### src/rtl/turn_scheduler.sv
// turn_scheduler: decides whether the local or the remote player owns the turn.
// Holds the local turn until the throw window closes and the projectile lands.
// Then it hands the turn to the remote side until the link reports the remote
// throw complete. It also applies a local turn timeout and a game-over lockout.
//
// state          | meaning
// ---------------+----------------------------------------------------------
// S_IDLE         | no game running, waiting for start
// S_LOCAL_TURN   | local player owns the turn, timeout counter running
// S_LOCAL_FLIGHT | local throw released, waiting for the projectile to land
// S_HANDOFF      | fixed pause between turns, next_local picks the successor
// S_REMOTE_TURN  | remote player owns the turn, waiting for remote_done
// S_GAME_OVER    | lockout, all turn outputs low, turn_count frozen
module turn_scheduler #(
  parameter int unsigned TURN_TIMEOUT  = 650000000,
  parameter int unsigned HANDOFF_DELAY = 65000000,
  parameter bit          LOCAL_FIRST   = 1'b1
) (
  input  logic       clk,
  input  logic       rst,
  input  logic       start,
  input  logic       game_over,
  input  logic       throw_enable,
  input  logic       local_landed,
  input  logic       remote_done,
  output logic       whose_turn,
  output logic       remote_turn,
  output logic       turn_timeout,
  output logic [7:0] turn_count,
  output logic       busy
);

  typedef enum logic [2:0] {
    S_IDLE         = 3'd0,
    S_LOCAL_TURN   = 3'd1,
    S_LOCAL_FLIGHT = 3'd2,
    S_HANDOFF      = 3'd3,
    S_REMOTE_TURN  = 3'd4,
    S_GAME_OVER    = 3'd5
  } state_t;

  localparam logic [31:0] TIMEOUT_LAST = 32'(TURN_TIMEOUT - 1);
  localparam logic [31:0] HANDOFF_LAST = 32'(HANDOFF_DELAY - 1);
  localparam state_t      FIRST_TURN   = LOCAL_FIRST ? S_LOCAL_TURN : S_REMOTE_TURN;

  state_t      state;
  state_t      state_nxt;
  logic [31:0] counter;
  logic        throw_prev;
  logic        throw_fall;
  logic        next_local;
  logic        next_local_nxt;
  logic        timeout_nxt;
  logic        state_change;
  logic        game_restart;
  logic        handoff_entry;

  // throw_prev only ever holds a value sampled while staying in LOCAL_TURN,
  // so a falling edge that began elsewhere can never be seen here.
  assign throw_fall    = throw_prev & ~throw_enable;
  assign state_change  = (state_nxt != state);
  assign game_restart  = state_change &&
                         ((state == S_IDLE) || (state == S_GAME_OVER)) &&
                         (state_nxt != S_GAME_OVER);
  assign handoff_entry = state_change && (state_nxt == S_HANDOFF);

  // Next-state decode: game_over overrides everything, then the state's own
  // event, then the local timeout (a throw edge beats a coincident timeout).
  always_comb begin
    state_nxt      = state;
    next_local_nxt = next_local;
    timeout_nxt    = 1'b0;
    if (game_over) begin
      state_nxt = S_GAME_OVER;
    end else begin
      case (state)
        S_IDLE, S_GAME_OVER: begin
          if (start) state_nxt = FIRST_TURN;
        end
        S_LOCAL_TURN: begin
          if (throw_fall) begin
            state_nxt = S_LOCAL_FLIGHT;
          end else if (counter == TIMEOUT_LAST) begin
            state_nxt      = S_HANDOFF;
            next_local_nxt = 1'b0;
            timeout_nxt    = 1'b1;
          end
        end
        S_LOCAL_FLIGHT: begin
          if (local_landed) begin
            state_nxt      = S_HANDOFF;
            next_local_nxt = 1'b0;
          end
        end
        S_HANDOFF: begin
          if (counter == HANDOFF_LAST) begin
            state_nxt = next_local ? S_LOCAL_TURN : S_REMOTE_TURN;
          end
        end
        S_REMOTE_TURN: begin
          if (remote_done) begin
            state_nxt      = S_HANDOFF;
            next_local_nxt = 1'b1;
          end
        end
        default: state_nxt = S_IDLE;
      endcase
    end
  end

  // State register plus outputs registered from the next state, so they are
  // valid in the first cycle of the new state.
  always_ff @(posedge clk or posedge rst) begin
    if (rst) begin
      state        <= S_IDLE;
      next_local   <= 1'b0;
      whose_turn   <= 1'b0;
      remote_turn  <= 1'b0;
      turn_timeout <= 1'b0;
      busy         <= 1'b0;
    end else begin
      state        <= state_nxt;
      next_local   <= next_local_nxt;
      whose_turn   <= (state_nxt == S_LOCAL_TURN);
      remote_turn  <= (state_nxt == S_REMOTE_TURN);
      turn_timeout <= timeout_nxt;
      busy         <= (state_nxt != S_IDLE) && (state_nxt != S_GAME_OVER);
    end
  end

  // Shared timeout/handoff counter and throw edge register; both restart on
  // every state change.
  always_ff @(posedge clk or posedge rst) begin
    if (rst) begin
      counter    <= 32'd0;
      throw_prev <= 1'b0;
    end else begin
      if (state_change) begin
        counter <= 32'd0;
      end else if ((state == S_LOCAL_TURN) || (state == S_HANDOFF)) begin
        counter <= counter + 32'd1;
      end else begin
        counter <= 32'd0;
      end
      throw_prev <= (!state_change && (state == S_LOCAL_TURN)) ? throw_enable : 1'b0;
    end
  end

  // Completed-turn count: cleared when a game starts, saturating increment on
  // each entry to HANDOFF, frozen otherwise (including in GAME_OVER).
  always_ff @(posedge clk or posedge rst) begin
    if (rst) begin
      turn_count <= 8'd0;
    end else if (game_restart) begin
      turn_count <= 8'd0;
    end else if (handoff_entry && (turn_count != 8'hFF)) begin
      turn_count <= turn_count + 8'd1;
    end
  end

endmodule

### config.mk
export PLATFORM = sky130hd
export DESIGN_NAME = turn_scheduler
export DESIGN_NICKNAME = d
export VERILOG_FILES = /design/src/rtl/turn_scheduler.sv
export SDC_FILE = /design/constraint.sdc
export NUM_CORES = 1
export LEC_CHECK = 0
export BUFFER_PORTS_ARGS = -buffer_cell sky130_fd_sc_hd__clkbuf_2
export CAP_MARGIN = 20
export CORE_ASPECT_RATIO = 1.1
export CORE_MARGIN = 2
export CORE_UTILIZATION = 55
export CTS_CLUSTER_SIZE = 10
export DETAILED_ROUTE_END_ITERATION = 8
export GPL_TIMING_DRIVEN = 0
export PLACE_DENSITY = 0.71
export REMOVE_ABC_BUFFERS = 1
export SLEW_MARGIN = 20
export SYNTH_ARGS = -nofsm -noshare
export SYNTH_HDL_FRONTEND = slang
export SYNTH_SLANG_ARGS = --single-unit
### constraint.sdc
create_clock -name clk -period 5.2 [get_ports clk]
set_input_delay 0.26 -clock clk [delete_from_list [all_inputs] [get_ports clk]]
set_output_delay 0.26 -clock clk [all_outputs]
set_load 0.01 [all_outputs]
==> results of run 1 <==
final cells by class:
cell class	count	area, sq um	share of cell area
clock buffers	7	86.3	0.0291
inverters	7	26.3	0.00886
multi-input cells	224	1420	0.478
flip-flops and latches	49	1230	0.414
well taps	56	70.1	0.0236
repair buffers	22	139	0.0468
through the flow:
step,util,instance area [sq um],worst slack (ns)
after floorplan,-,2670,2.05
after global placement,0.600,2830,1.28
after detailed placement,0.604,2850,1.22
after CTS,0.625,2950,1.20
after global routing,0.629,2970,1.68
final,0.629,2970,1.99
per-layer routing:
layer / vias up / routed length (um) / part of all wire / GRT usage
met5: - / 0 / 0 / 0
met4: 0 / 55 / 0.010 / 0.0604
li1: 1075 / - / - / -
met3: 5 / 230 / 0.042 / 0.0403
met1: 1050 / 2670 / 0.49 / 0.307
met2: 43 / 2520 / 0.46 / 0.334
cells in the mapped netlist, drive strengths merged (3+ instances only):
library cell and count:
nand4 10, a21oi 5, and4 7, nor3 5, nand3 18, nor4 5
xor2 15, o211ai 3, a211o 3, dfrtp 49, xnor2 15, buf 3
nand2 25, nor4bb 4, and3 7, o21ai 4, inv 7, nand2b 3
a31oi 4, nor2 49, clkbuf 8, and2 7
registers in the layout, indices dropped and copies added, names as in the netlist:
| name | flops |
|---|---|
| busy | 1 |
| counter | 32 |
| next_local | 1 |
| remote_turn | 1 |
| state | 3 |
| throw_prev | 1 |
| turn_count | 8 |
| turn_timeout | 1 |
| whose_turn | 1 |
power by group through the flow:
stage / registers, mW / logic [mW] / clock network, mW
after floorplan: 0.415 / 0.0579 / 0
after global placement: 0.414 / 0.0886 / 0
after detailed placement: 0.414 / 0.0918 / 0
after CTS: 0.407 / 0.0927 / 0.229
after global routing: 0.409 / 0.108 / 0.244
final: 0.407 / 0.0969 / 0.223
path summary, 6_finish.rpt:
kind                         startpoint       endpoint  slack (ns)
setup / recovery             counter[0]     throw_prev        1.99
hold / removal             throw_enable     throw_prev        0.22
setup reg to reg             counter[0]     throw_prev        1.99
hold reg to reg              counter[0]     counter[0]        0.49
max in group asynchronous           rst    counter[31]        4.22
min in group asynchronous           rst  turn_count[4]        0.48
timing repair:
| item | CTS | global route |
|---|---|---|
| gates resized for setup | 0 | 0 |
| setup endpoints to repair | 0 | 0 |
| hold buffers | 1 | 0 |
| hold endpoints to repair | 17 | 0 |
worst max-delay path, stage by stage (launching register included):
cell and delay (ns):
dfrtp_1 0.41, ha_1 0.25, and3_1 0.25, and2_1 0.20, a31oi_1 0.27, o21ai_0 0.15
a221oi_2 0.41, buf_4 0.27, nand2_1 0.39, buf_6 0.32, nor3b_1 0.19
logic make-up (layout without fill, tap and decap cells):
| group | count (synthesis) | after routing | share of synthesized area |
|---|---|---|---|
| AOI/OAI and AO/OA | 35 | 35 | 0.104 |
| adders and majority gates | 2 | 2 | 0.00921 |
| and+or+nand+nor | 156 | 156 | 0.308 |
| xor gates and xnor gates | 30 | 30 | 0.0967 |
| muxes | 1 | 1 | 0.00414 |
| DFF | 49 | 49 | 0.451 |
| buffers and inverters | 18 | 36 | 0.0272 |
layout by cell type (no fill, tap or decap), drive strengths merged, types with 3 or more instances in the layout:
master and n:
buf 3, nor3 5, xnor2 15, a31oi 4, and2 7, o211ai 3, o21ai 4, nand4 10
and3 7, xor2 15, clkbuf 25, a21oi 5, dfrtp 49, nand3 18, nor4 5, nand2b 3
nor4bb 4, nand2 25, inv 7, nor2 49, and4 7, a211o 3
==> reports/qor.yml, run 1 <==
outcome: "finished clean"
synth_largest_area_cell: "dfrtp_1"
grt_remaining_overflow: 0
power_density_nw_per_um2: 245
total_power_uw: 727
avgSynthCellArea_sq_um: 9.34
ant_nets: 0
p_leak_nw: 1.25
p_sw_frac: 0.264
post-route-min-period_ns: 3.21
io-pin-count: 19
cts_tree: "done"
worstRegToRegCells: 10
synthCells: 291
synth-seq-cells: 49
yosysWarnings: 0
clockBufferDepth: 2
cts_root_buffer: "clkbuf_8"
diodes: 0
drt_iter0_drc: 157
initial_core_util: 0.576
layoutNonFillerInstCount: 365
yosysSeqAreaShare: 0.451
via_per_inst: 5.95
post_cts_buffers: 0
rsz0062_at_grt: "false"
endpoint_kind: "flop"
fin_skew_ns: 0.00411
finalSetupTns_ns: 0
n_fill_cell: 409
synth.distinct_cells: 53
tightestPinTransition_ns: 0.776
antenna_found_initial: 0
synth_edf_count: 0
drv_cap: 0
clk_pin_slew_ns: 0.08
required_ns: 5.41
cts_made_buffers: 5
crit_path_start_kind: "flop"
grt_pass1_wl_mm: 9.61
vias: 2173
clkPwrFrac: 0.307
maxSlewHeadroom: 0.478
hold_slack_ns: 0.218
num_rows: 26
io_buffer_count: 18
max_freq_ghz: 0.311
combPwrFrac: 0.133
drc: 0
finalCritPeriodShare: 0.618
holdPathStages: 2
finalHoldViolations: 0
dp_hpwl_mm: 3.94
wl_per_cell_um: 15.0
clk_latency_ns: 0.29
drt_pass1_iterations: 6
dp.cells: 355
drive_gt1_frac: 0.117
h-tree-depth: 2
grt_max_degree: 33
die_width_um: 71.0
die-area_sq_um: 5520
netlist_area_sq_um: 2720
design.core.area_sq_um: 4720
yosys-top-cells-area: "dfrtp_1, nor2_1, xnor2_1"
grt_pass1_vias: 2093
hold_path_class: "in2reg"
final_nets: 318
async_flop_share: 1.00
drt_wl_total_mm: 5.47
clock-sinks: 49
setup_viol_count_final: 0
ir_drop_v: 0.000154
synth_flop_cell: "dfrtp_1"
cp_data_arrival_time_ns: 3.42
pwr-share-seq: 0.560
final_max_slew_viol_count: 0
path_class: "reg2reg"
place_congestion: 0.824
p_switching_uw: 192
p_int_uw: 535
grt_usage: 0.215
layout-area-overhead-vs-synth_pct: 9.12
synth.top_cell.area_share: 0.451
crit_fanout: 18
die_h_um: 77.7
(Power assumes the default switching activity.)
==> run 2, diff against run 1 <==
==> constraint.sdc (replaced) <==
create_clock -name clk -period 3.09 [get_ports clk]
set_input_delay 0.1545 -clock clk [delete_from_list [all_inputs] [get_ports clk]]
set_output_delay 0.1545 -clock clk [all_outputs]
set_load 0.01 [all_outputs]
==> run 2 against run 1 <==
Compared with the run above: routed wire length up 0.69%; non-clock buffer count did not move; clock skew decreased by 0.0010 ns; critical path type unchanged.
==> reports/qor.yml, run 2 (synthesis gave the netlist of run 1 again) <==
crit_fanout: 12
final_nets: 318
via_per_inst: 5.96
grt_pass1_vias: 2099
dpl_worst_slack_ns: -0.886
wl_per_cell_um: 15.1
holdPathEnd: "throw_prev"
cpPeakStageDelay_ns: 0.59
ir_drop_v: 0.000259
layout-area-overhead-vs-synth_pct: 10.2
outcome: "finished clean"
grt_usage: 0.216
pwr-share-seq: 0.557
drive_gt1_frac: 0.123
reg_top3: "counter: 32 flops, turn_count: 8 flops, state: 3 flops"
cp_data_arrival_time_ns: 3.05
place_congestion: 0.824
drt_pass1_iterations: 4
final_cell_mix: "nor2_1, dfrtp_1, nand2_1"
cts_made_buffers: 5
path_class: "reg2reg"
io_buffer_count: 18
p_leak_nw: 1.25
p_int_uw: 903
cts_root_buffer: "clkbuf_8"
setup_viol_count_final: 0
maxSlewHeadroom: 0.574
post-route-min-period_ns: 2.84
clockBufferDepth: 2
largest_reg_flops: 32
design.core.area_sq_um: 4720
h-tree-depth: 2
vias: 2175
die-area_sq_um: 5520
drt_iter0_drc: 144
fin_skew_ns: 0.00308
crit_path_start_kind: "flop"
timing.rr.start: "counter[14]"
regMostFlops: "counter"
die_h_um: 77.7
slowest_stage: "or4b_1"
num_rows: 26
diodes: 0
io-pin-count: 19
hold_path_class: "in2reg"
clkPwrFrac: 0.303
rrSetupSlack_ns: 0.25
p_switching_uw: 327
power_density_nw_per_um2: 411
required_ns: 3.31
finalCritPeriodShare: 0.918
endpoint_kind: "flop"
clock-sinks: 49
fin_ws_ns: 0.254
tightestPinTransition_ns: 0.630
rsz0062_at_grt: "false"
clk_pin_slew_ns: 0.08
grt_remaining_overflow: 0
hold_slack_ns: 0.114
clk_latency_ns: 0.29
grt_max_degree: 33
drv_cap: 0
crit_family: "simple AND/OR/NAND/NOR gates"
drt_wl_total_mm: 5.51
max_freq_ghz: 0.353
final_max_slew_viol_count: 0
p_sw_frac: 0.266
antenna_found_initial: 0
grt_pass1_wl_mm: 9.66
ant_nets: 0
timing.rr.end: "turn_count[5]"
dp_hpwl_mm: 3.94
initial_core_util: 0.576
finalHoldViolations: 0
cts_tree: "done"
drc: 0
crit_buf_inv: 0
holdPathStages: 2
die_width_um: 71.0
hold_path.startpoint: "throw_enable"
worstRegToRegCells: 7
crit_path_cell_trace: "or4b_1 > nor4_2 > a31oi_1 > o32ai_4 > nand3_4 > or4_1 > o211ai_1"
final_util: 0.635
combPwrFrac: 0.141
[run 2: repair_timing]
| item | CTS | global route |
|---|---|---|
| pin swaps | 0 | 1 |
| hold endpoints to repair | 17 | 0 |
| hold buffers | 1 | 0 |
| buffers inserted | 0 | 2 |
| gates resized for setup | 3 | 2 |
| endpoints found under the setup margin | 32 | 42 |
[run 2: how the worst max path moves through the flow]
stage,startpoint,end,slack [ns],cells past startpoint
CTS,counter[0],throw_prev,0.03,8
global route,state[2],turn_count[5],0.05,8
floorplan,counter[0],throw_prev,-0.06,8
finish,counter[14],turn_count[5],0.25,7
detailed placement,counter[0],throw_prev,-0.89,8
global placement,counter[0],throw_prev,-0.83,8
[run 2: metal layers]
metal | vias up | track usage | wire (um)
li1 | 1075 | - | -
met1 | 1065 | 0.310 | 2710
met2 | 33 | 0.333 | 2590
met3 | 2 | 0.0416 | 183
met4 | 0 | 0.0623 | 27
met5 | - | 0 | 0
[run 2: cell type report]
type,count,area [sq um]
clock buffers,7,86.3
fillers,408,1720
inverters,7,26.3
multi-input cells,224,1450
flip-flops and latches,49,1230
well taps,56,70.1
repair buffers,22,135
[run 2: through the flow]
| step | TNS (ns) | std cells | total power, mW | instance area (sq um) |
|---|---|---|---|---|
| global route | 0 | 365 | 1.29 | 2990 |
| global placement | -22.58 | 354 | 0.846 | 2830 |
| floorplan | -0.0575 | 280 | 0.796 | 2670 |
| detailed placement | -24.56 | 355 | 0.852 | 2850 |
| CTS | 0 | 363 | 1.23 | 2970 |
| finish | 0 | 365 | 1.23 | 2990 |
[run 2: power groups by stage]
stage	sequential [mW]	clock [mW]	combinational [mW]
2_1_floorplan	0.699	0	0.0974
3_3_place_gp	0.697	0	0.149
3_5_place_dp	0.697	0	0.154
4_1_cts	0.685	0.386	0.163
5_1_grt	0.689	0.411	0.191
6_report	0.685	0.372	0.173
